===== config.mk =====
export PLATFORM = sky130hd
export DESIGN_NAME = neural_fetch_ctrl
export DESIGN_NICKNAME = d
export VERILOG_FILES = /design/src/rtl/neural_fetch_ctrl.sv
export SDC_FILE = /design/constraint.sdc
export NUM_CORES = 1
export LEC_CHECK = 0
export ABC_AREA = 1
export CORE_MARGIN = 3
export CORE_UTILIZATION = 39
export CTS_BUF_LIST = sky130_fd_sc_hd__clkbuf_16
export DETAILED_ROUTE_END_ITERATION = 10
export PLACE_DENSITY = 0.63
export REMOVE_ABC_BUFFERS = 1
export SLEW_MARGIN = 5
export SYNTH_ARGS = -nofsm -noshare
export SYNTH_HDL_FRONTEND = slang
export SYNTH_SLANG_ARGS = --single-unit

===== constraint.sdc =====
create_clock -name CLK -period 15.9 [get_ports CLK]
set_input_delay 2.385 -clock CLK [delete_from_list [all_inputs] [get_ports CLK]]
set_output_delay 2.385 -clock CLK [all_outputs]
set_load 0.01 [all_outputs]

===== src/rtl/neural_fetch_ctrl.sv =====
// Instruction-fetch sequencer: owns the fetch PC, issues credit-limited word requests,
// buffers returned instructions with their PCs. Optional counters: NEURAL_FETCH_PERF_EN.
module neural_fetch_ctrl #(
  parameter logic [31:0] RESET_PC  = 32'h0000_0000,
  parameter int unsigned BUF_DEPTH = 2
) (
  input  logic        CLK,
  input  logic        RES,
  output logic        imem_req_valid,
  output logic [31:0] imem_req_addr,
  input  logic        imem_req_ready,
  input  logic        imem_rsp_valid,
  input  logic [31:0] imem_rsp_data,
  output logic        inst_valid,
  output logic [31:0] inst_data,
  output logic [31:0] inst_pc,
  input  logic        inst_ready,
  input  logic        redirect_valid,
  input  logic [31:0] redirect_pc,
  input  logic        halt_req,
  output logic        halted
`ifdef NEURAL_FETCH_PERF_EN
  ,
  output logic [31:0] perf_fetch_cnt,
  output logic [31:0] perf_stall_cnt,
  output logic [15:0] perf_flush_cnt
`endif
);

  localparam int unsigned PW  = (BUF_DEPTH > 1) ? $clog2(BUF_DEPTH) : 1;
  localparam int unsigned CW  = $clog2(BUF_DEPTH + 1);
  localparam int unsigned CW1 = CW + 1;
  localparam logic [CW:0] DEPTH_C = CW1'(BUF_DEPTH);

  typedef enum logic [1:0] {BOOT, RUN, DRAIN, HALTED} state_t;

  state_t        state, state_d;
  logic [31:0]   pc_reg;
  logic [31:0]   buf_data [BUF_DEPTH];
  logic [31:0]   buf_pc   [BUF_DEPTH];
  logic [31:0]   pend_pc  [BUF_DEPTH];
  logic [PW-1:0] buf_rd, buf_wr, pend_rd, pend_wr;
  logic [CW-1:0] buf_count, outstanding, drop_cnt;
  logic          credit_ok, req_fire, rsp_keep, inst_pop;

  // Dropped responses still hold credit until they come back.
  assign credit_ok = ({1'b0, outstanding} + {1'b0, buf_count}) < DEPTH_C;
  assign req_fire  = imem_req_valid && imem_req_ready;
  assign rsp_keep  = imem_rsp_valid && (drop_cnt == '0);
  assign inst_pop  = inst_valid && inst_ready;

  assign imem_req_addr = pc_reg;
  assign inst_valid    = (buf_count != '0);
  assign inst_data     = buf_data[buf_rd];
  assign inst_pc       = buf_pc[buf_rd];
  assign halted        = (state == HALTED);

  always_comb begin
    state_d        = state;
    imem_req_valid = 1'b0;
    case (state)
      BOOT:   state_d = RUN;
      RUN: begin
        imem_req_valid = !redirect_valid && credit_ok;
        if (halt_req) state_d = DRAIN;
      end
      DRAIN: begin
        if (!halt_req)                                   state_d = RUN;
        else if (outstanding == '0 && drop_cnt == '0)    state_d = HALTED;
      end
      HALTED: if (!halt_req) state_d = RUN;
      default: state_d = BOOT;
    endcase
  end

  always_ff @(posedge CLK or posedge RES) begin
    if (RES) begin
      state       <= BOOT;
      pc_reg      <= RESET_PC;
      buf_rd      <= '0;
      buf_wr      <= '0;
      pend_rd     <= '0;
      pend_wr     <= '0;
      buf_count   <= '0;
      outstanding <= '0;
      drop_cnt    <= '0;
      for (int unsigned i = 0; i < BUF_DEPTH; i++) begin
        buf_data[i] <= '0;
        buf_pc[i]   <= '0;
        pend_pc[i]  <= '0;
      end
    end else begin
      state <= state_d;
      if (redirect_valid) begin
        // Everything in flight is stale, including a response landing this cycle.
        pc_reg      <= {redirect_pc[31:2], 2'b00};
        buf_rd      <= '0;
        buf_wr      <= '0;
        pend_rd     <= '0;
        pend_wr     <= '0;
        buf_count   <= '0;
        drop_cnt    <= outstanding - CW'(imem_rsp_valid);
        outstanding <= outstanding - CW'(imem_rsp_valid);
      end else begin
        if (req_fire) begin
          pc_reg           <= pc_reg + 32'd4;
          pend_pc[pend_wr] <= pc_reg;
          pend_wr          <= pend_wr + PW'(1);
        end
        if (imem_rsp_valid) begin
          if (drop_cnt != '0) begin
            drop_cnt <= drop_cnt - CW'(1);
          end else begin
            buf_data[buf_wr] <= imem_rsp_data;
            buf_pc[buf_wr]   <= pend_pc[pend_rd];
            buf_wr           <= buf_wr + PW'(1);
            pend_rd          <= pend_rd + PW'(1);
          end
        end
        if (inst_pop) buf_rd <= buf_rd + PW'(1);
        outstanding <= outstanding + CW'(req_fire) - CW'(imem_rsp_valid);
        buf_count   <= buf_count + CW'(rsp_keep) - CW'(inst_pop);
      end
    end
  end

`ifdef NEURAL_FETCH_PERF_EN
  always_ff @(posedge CLK or posedge RES) begin
    if (RES) begin
      perf_fetch_cnt <= '0;
      perf_stall_cnt <= '0;
      perf_flush_cnt <= '0;
    end else begin
      if (req_fire && perf_fetch_cnt != '1)
        perf_fetch_cnt <= perf_fetch_cnt + 32'd1;
      if (state == RUN && !inst_valid && perf_stall_cnt != '1)
        perf_stall_cnt <= perf_stall_cnt + 32'd1;
      if (redirect_valid && perf_flush_cnt != '1)
        perf_flush_cnt <= perf_flush_cnt + 16'd1;
    end
  end
`endif

  rsp_has_owner: assert property (@(posedge CLK) disable iff (RES)
    imem_rsp_valid |-> (outstanding != '0));

endmodule


== Word level (Yosys, flattened, before mapping) ==
Cells that the tools add are included.

* Register bits: 236
* Input port bits: 71
* Output and inout port bits: 99
* Word-level logic and storage cells: 108

* Add/subtract/negate cells: 12
* Order comparisons: 7
* Equality and inequality tests: 7
* Multiplexer cells: 39
* Bitwise logic cells: 6
* Reductions and logical operators: 22

{| class="wikitable"
|+ Operators by type and width
! kind !! count
|-
| 32-bit 2-to-1 mux || 13
|-
| 64-bit bitwise mux || 3
|-
| 32-bit demux with 1-bit select || 2
|-
| 32-bit by 3-bit adder with 32-bit output, second input constant || 1
|-
| 2-bit 2-to-1 mux || 9
|-
| 2-bit nonzero test || 6
|-
| 1-bit 2-to-1 mux || 11
|-
| 2-bit greater-or-equal comparator, second input constant || 4
|-
| 1-bit inverter with 2-bit output || 4
|-
| 2-bit one-hot mux with 4 select lines || 1
|-
| 1-bit logical AND || 7
|-
| 2-bit logical NOT || 3
|-
| 2-bit != test, second input constant || 3
|-
| 2-bit AND reduction || 3
|-
| 3-bit AND reduction || 2
|-
| 2-bit by 1-bit subtractor with 2-bit output || 3
|-
| 1-bit adder, second input constant || 4
|-
| 2-bit by 1-bit adder with 2-bit output || 2
|-
| 2-bit == test, second input constant || 2
|-
| 2-bit by 1-bit less-than comparator with 1-bit output, second input constant || 2
|-
| 2-bit by 2-bit adder with 3-bit output || 1
|-
| 3-bit by 2-bit less-than comparator with 1-bit output, second input constant || 1
|-
| 3-bit != test, second input constant || 1
|-
| 2-bit by 1-bit == test with 1-bit output, second input constant || 1
|-
| 3 further kinds || 4
|}

== Depth between registers and ports, before layout ==
Gate-level depths: netlist (run 1).

* Depth in word-level cells: 8
* Gate-level depth with buffers: 14
* Gate-level depth less buffers: 12

== Worst setup path before layout (run 1) ==
No wires, ideal clock.

* Path type: input-to-output
* Start: in redirect_valid
* End: out imem_req_valid
* Arrival time: 3,119 ps
* Data required time: 13,515 ps
* Path slack: 10,396 ps
* Cell stages on the path: 5
* Buffers on the path: 2
* Cells stage by stage: buf_4 -> inv_4 -> clkbuf_1 -> nand2_1 -> nor2_1

* Cells in the longest elaborated chain, start to end: 3

{| class="wikitable"
|+ RTL lines
! item !! RTL line !! text
|-
| start: declaration || 18 || <nowiki>input logic redirect_valid,</nowiki>
|-
| 1-bit logical NOT || 64 || <nowiki>imem_req_valid = !redirect_valid && credit_ok;</nowiki>
|-
| 1-bit logical AND || 64 ||
|-
| 1-bit 2-to-1 mux || 61 || <nowiki>case (state)</nowiki>
|-
| end: declaration || 9 || <nowiki>output logic imem_req_valid,</nowiki>
|}

Every way passes these cells.

== Final worst setup path (run 1) ==
Same ends and word-level chain as after synthesis.

==> metrics.txt, run 1 <==
DR WL met3=1420 µm; Hold Fails Final Rpt=0; CTS tree=yes; crit path max fanout=35; Mapped Cells=1407; fin crit period=6500 ps; Fmax=154 MHz; First DRT Iteration DRCs=563; number of buffers created by CTS=25; initial antenna violation count=0; CTS root buf=clkbuf_16; global-route wire length before repair=47200 µm; skew final=14.0 ps; crit path launch type=primary input; layout cells sized above 1=4.75%; H-tree level count=1; CP required=13520 ps; setup TNS=0 ps; CP Capture Type=output port; synthesized area per cell=7.74 µm²; max_cap viols=0; Clock Pin Slew Worst Setup and Hold Paths=60 ps; die width=173 µm; relative slew slack=24.5%; vias in the first global route=9042; diode count=0; outcome=completed; Clock Latency Late Sink=520 ps; I/O pin count=170; Max VDD drop=74.4 µV; Site Rows=60; Final nets=1622; clk sinks=226; post-route ant nets=0; clk buf depth=3; DR vias=9208; number of synthesis warnings=0; GR Util All Layers=18.9%; RSZ-0062 raised after global routing=false; largest net degree at the start of global routing=91; CP Class=primary input to output port; fin. max-slew vios=0; Mapped Area=10900 µm²; dpl hpwl=18700 µm; Unique masters post-synth=31; met2 WL=13100 µm; Worst Tran Pin Value=1130 ps; DR WL/cell=14.6 µm; Via density=4.77; CTS Hold Bufs=0; Power Density=167 nW/µm²; CP Data Arrival Time=4120 ps; sequential share of the synthesized area=51.9%; GPL Wtd Cong=0.825; M1 WL=13100 µm; final worst-path cycle share=40.9%; Post-route DRC=0; Pre-Repair DR Iteration Count=5; total gr overflow=0; R2R Setup Slk=12740 ps; number of synthesized register bits=226; final instance area=13400 µm²; Worst Hold Class=flop to flop; Setup Viol. Count Final=0; Initial Util=40.1%; Core Region=27200 µm²; Post-CTS Setup Inserts=0; total leakage power=6.42 nW; Die Ht=173 µm; die area=30000 µm²; area grow syn2layout=23.1%; Detailed Route WL=28200 µm; Resize count post-CTS=0; Port Buffers=163; hold_ws=466 ps; DR top layer=met4; Fillers=2753; Post-DP Area=12700 µm²
[critical path, stage by stage]
cell and delay [ps]:
clkdlybuf4s50_1 450, buf_4 390, inv_4 230, nand2_1 120, nor2_1 40, clkdlybuf4s50_1 470
[cell usage in the layout (no fill, tap or decap), drive strengths merged, types with 3 or more instances in the layout]
cell | Yosys | final
inv | 138 | 148
dfrtp | 226 | 226
o211ai | 6 | 6
clkinv | 0 | 10
clkbuf | 23 | 25
nor2 | 53 | 53
clkdlybuf4s50 | 0 | 163
nand3 | 60 | 60
xor2 | 3 | 3
conb | 1 | 4
nand2 | 603 | 603
a21oi | 6 | 6
buf | 48 | 11
ha | 10 | 10
o21ai | 219 | 219
[flip-flops by register name (all words and copies together), names as in the netlist]
name           flops
imem_req_addr     30
buf_data          64
buf_count          2
drop_cnt           2
buf_pc            60
pend_wr            1
state              2
pend_rd            1
pend_pc           60
buf_rd             1
buf_wr             1
outstanding        2
[cell usage after synthesis, drive strengths merged]
| cell | count | area (µm²) |
|---|---|---|
| buf | 48 | 338 |
| inv | 138 | 523 |
| o211ai | 6 | 45.0 |
| dfrtp | 226 | 5660 |
| o221ai | 1 | 8.76 |
| conb | 1 | 3.75 |
| fa | 1 | 20.0 |
| nor2 | 53 | 267 |
| o311ai | 1 | 8.76 |
| or2 | 2 | 12.5 |
| xnor2 | 2 | 17.5 |
| nand4 | 2 | 27.5 |
| clkbuf | 23 | 86.3 |
| ha | 10 | 125 |
| a21oi | 6 | 30.0 |
| o21ai | 219 | 1100 |
| nor3 | 2 | 10.0 |
| nand2 | 603 | 2290 |
| xor2 | 3 | 26.3 |
| nand3 | 60 | 300 |
[cell families after synthesis]
logic type	share of synthesized area (%)
AOI/OAI and AO/OA	10.9
xor gates and xnor gates	0.402
adders and majority gates	1.33
buffers and inverters	8.70
DFF	51.9
other	0.0344
and+or+nand+nor	26.7
[report_power, final]
group	internal [mW]	switching [mW]	total [mW]
Clock	0.300	0.232	0.532
Combinational	0.356	0.433	0.788
Sequential	0.794	0.121	0.915
Total	1.45	0.785	2.24
[layer usage]
layer  GRT usage (%)  vias up
met5               0        -
met3            3.69       35
li1                -     4644
met4            4.02        0
met2            31.5      176
met1            25.7     4353
[stage by stage]
stage               setup slack (ps)  util, %  power, mW  instances
floorplan                       7320        -       1.35       1339
global placement                9380     46.6       1.70       1885
global route                    9300     49.4       2.41       1931
CTS                             9390     49.4       2.26       1931
finish                          9400     49.4       2.24       1931
detailed placement              9400     46.6       1.72       1885
[final cells by class]
class / count / area (µm²) / share of cell area (%)
clock inverter: 21 / 116 / 0.868
multi-input combinational: 975 / 4300 / 32.1
sequential: 226 / 5660 / 42.2
timing repair buffer: 174 / 1710 / 12.8
clock buffer: 25 / 626 / 4.66
tap: 372 / 465 / 3.47
inverter: 138 / 531 / 3.96
[path summary, 6_finish.rpt]
path | startpoint | endpoint | cells past startpoint
setup / recovery | redirect_valid | imem_req_valid | 6
setup reg to reg | outstanding[0]$_DFF_PP0_ | pend_pc[63]$_DFFE_PP0P_ | 10
max in group asynchronous | RES | buf_rd$_DFFE_PP0P_ | 4
min in group asynchronous | RES | buf_data[49]$_DFFE_PP0P_ | 2
hold reg to reg | buf_pc[28]$_DFFE_PP0P_ | buf_pc[28]$_DFFE_PP0P_ | 2
hold / removal | buf_pc[28]$_DFFE_PP0P_ | buf_pc[28]$_DFFE_PP0P_ | 2
Power figures use the tool's default switching activity.
==> inputs of run 2 (changes only) <==
Settings changed: PLACE_DENSITY 0.63 to 0.65.
Clock period 15.9 ns to 5.7 ns, I/O delays scaled along.
==> run 2 against run 1 <==
Sequential power rose to 2.8 times the previous value. Sequential share of layout area fell by 0.17 points. Utilization rose by 0.20 points.
==> metrics.txt, run 2 (same netlist as run 1, synthesis figures left out) <==
vias in the first global route=8860; Post-DP Area=12700 µm²; CP max-delay cell=dfrtp_4; CP Class=flop to output port; Port Buffers=163; post-route ant nets=0; Core Region=27200 µm²; Final nets=1619; First DRT Iteration DRCs=607; hold_ws=466 ps; Via density=4.76; Site Rows=60; Post-route DRC=0; setup ws final=2080 ps; RSZ-0062 raised after global routing=false; skew final=14.0 ps; relative slew slack=22.9%; Initial Util=40.1%; most frequent cells in the layout=596 x nand2_1, 225 x dfrtp_1, 163 x clkdlybuf4s50_1, 152 x o21ai_0, 138 x inv_1; Setup Viol. Count Final=0; die area=30000 µm²; Post-CTS Setup Inserts=0; GPL Wtd Cong=0.811; I/O pin count=170; cells along the critical path=buf_4 > nand2_1 > o21ai_0 > clkdlybuf4s50_1; total power=6.32 mW; WHS Path Cells=2; die width=173 µm; CTS root buf=clkbuf_16; commonest non-fill, non-tap cell in the layout=nand2_1; Detailed Route WL=27600 µm; clk sinks=226; Fmax=276 MHz; setup TNS=0 ps; DR WL/cell=14.3 µm; max_cap viols=0; diode count=0; area grow syn2layout=23.6%; CP required=4850 ps; initial antenna violation count=0; worst r2r path cells=8; Resize count post-CTS=0; post-layout util=49.5%; CTS Hold Bufs=0; Fillers=2774; Hold Fails Final Rpt=0; CP Data Arrival Time=2770 ps; CP Capture Type=output port; Worst Tran Pin Value=1150 ps; Reg with most FFs=buf_data; Clock Latency Late Sink=520 ps; largest net degree at the start of global routing=127; Worst Hold Class=flop to flop; total gr overflow=0; CTS tree=yes; outcome=completed; max reg flops=64; crit path max fanout=75; fin. max-slew vios=0; dpl hpwl=18200 µm; DR vias=9162; Die Ht=173 µm; final instance area=13500 µm²; Layout Cells excl Fill=1926; placed cells=1881; Power Density=469 nW/µm²; number of buffers created by CTS=26; Critical Path Max Stage Delay=900 ps; global-route wire length before repair=46100 µm; final worst-path cycle share=63.6%; dpl ws=1960 ps; Clock Pin Slew Worst Setup and Hold Paths=60 ps; layout cells sized above 1=4.57%; fin crit period=3620 ps; H-tree level count=1; Pre-Repair DR Iteration Count=7; total leakage power=6.42 nW; GR Util All Layers=18.4%; biggest regs=buf_data x64, buf_pc x60, pend_pc x60; crit path launch type=flop; clk buf depth=3; Max VDD drop=217 µV
-- run 2: where the power goes --
group	switching, mW	internal, mW	total [mW]	leakage (nW)
logic	1.17	0.991	2.16	3.08
registers	0.372	2.21	2.59	2.92
clock network	0.637	0.935	1.57	0.414
total	2.18	4.14	6.32	6.42
-- run 2: worst paths after layout --
check	start	end	slack [ps]
hold reg to reg	buf_pc[28]$_DFFE_PP0P_	buf_pc[28]$_DFFE_PP0P_	470
max in group asynchronous	RES	buf_rd$_DFFE_PP0P_	3630
min in group asynchronous	RES	buf_data[50]$_DFFE_PP0P_	930
setup reg to reg	outstanding[0]$_DFF_PP0_	pend_pc[63]$_DFFE_PP0P_	2400
hold / removal	buf_pc[28]$_DFFE_PP0P_	buf_pc[28]$_DFFE_PP0P_	470
setup / recovery	buf_rd$_DFFE_PP0P_	inst_pc[13]	2080
-- run 2: worst max-delay path, delay by kind of cell, from the launching register on --
| kind | cells | cell delay [ps] |
|---|---|---|
| AOI/OAI and AO/OA | 1 | 90 |
| buffers and inverters | 2 | 1130 |
| DFF | 1 | 900 |
| and+or+nand+nor | 1 | 80 |
-- run 2: final cells by class --
cell class	count	area, µm²	share of cell area [%]
flip-flops and latches	226	5660	42.0
clock buffers	27	676	5.02
inverters	138	531	3.94
clock inverters	18	125	0.929
repair buffers	170	1710	12.7
multi-input cells	975	4300	31.9
well taps	372	465	3.46
-- run 2: layer usage --
metal,global-route usage (%),wire [µm],vias up
met5,0,0,-
met4,3.34,306,0
met3,3.91,1580,27
met2,31.0,13000,210
met1,24.8,12700,4271
li1,-,-,4654
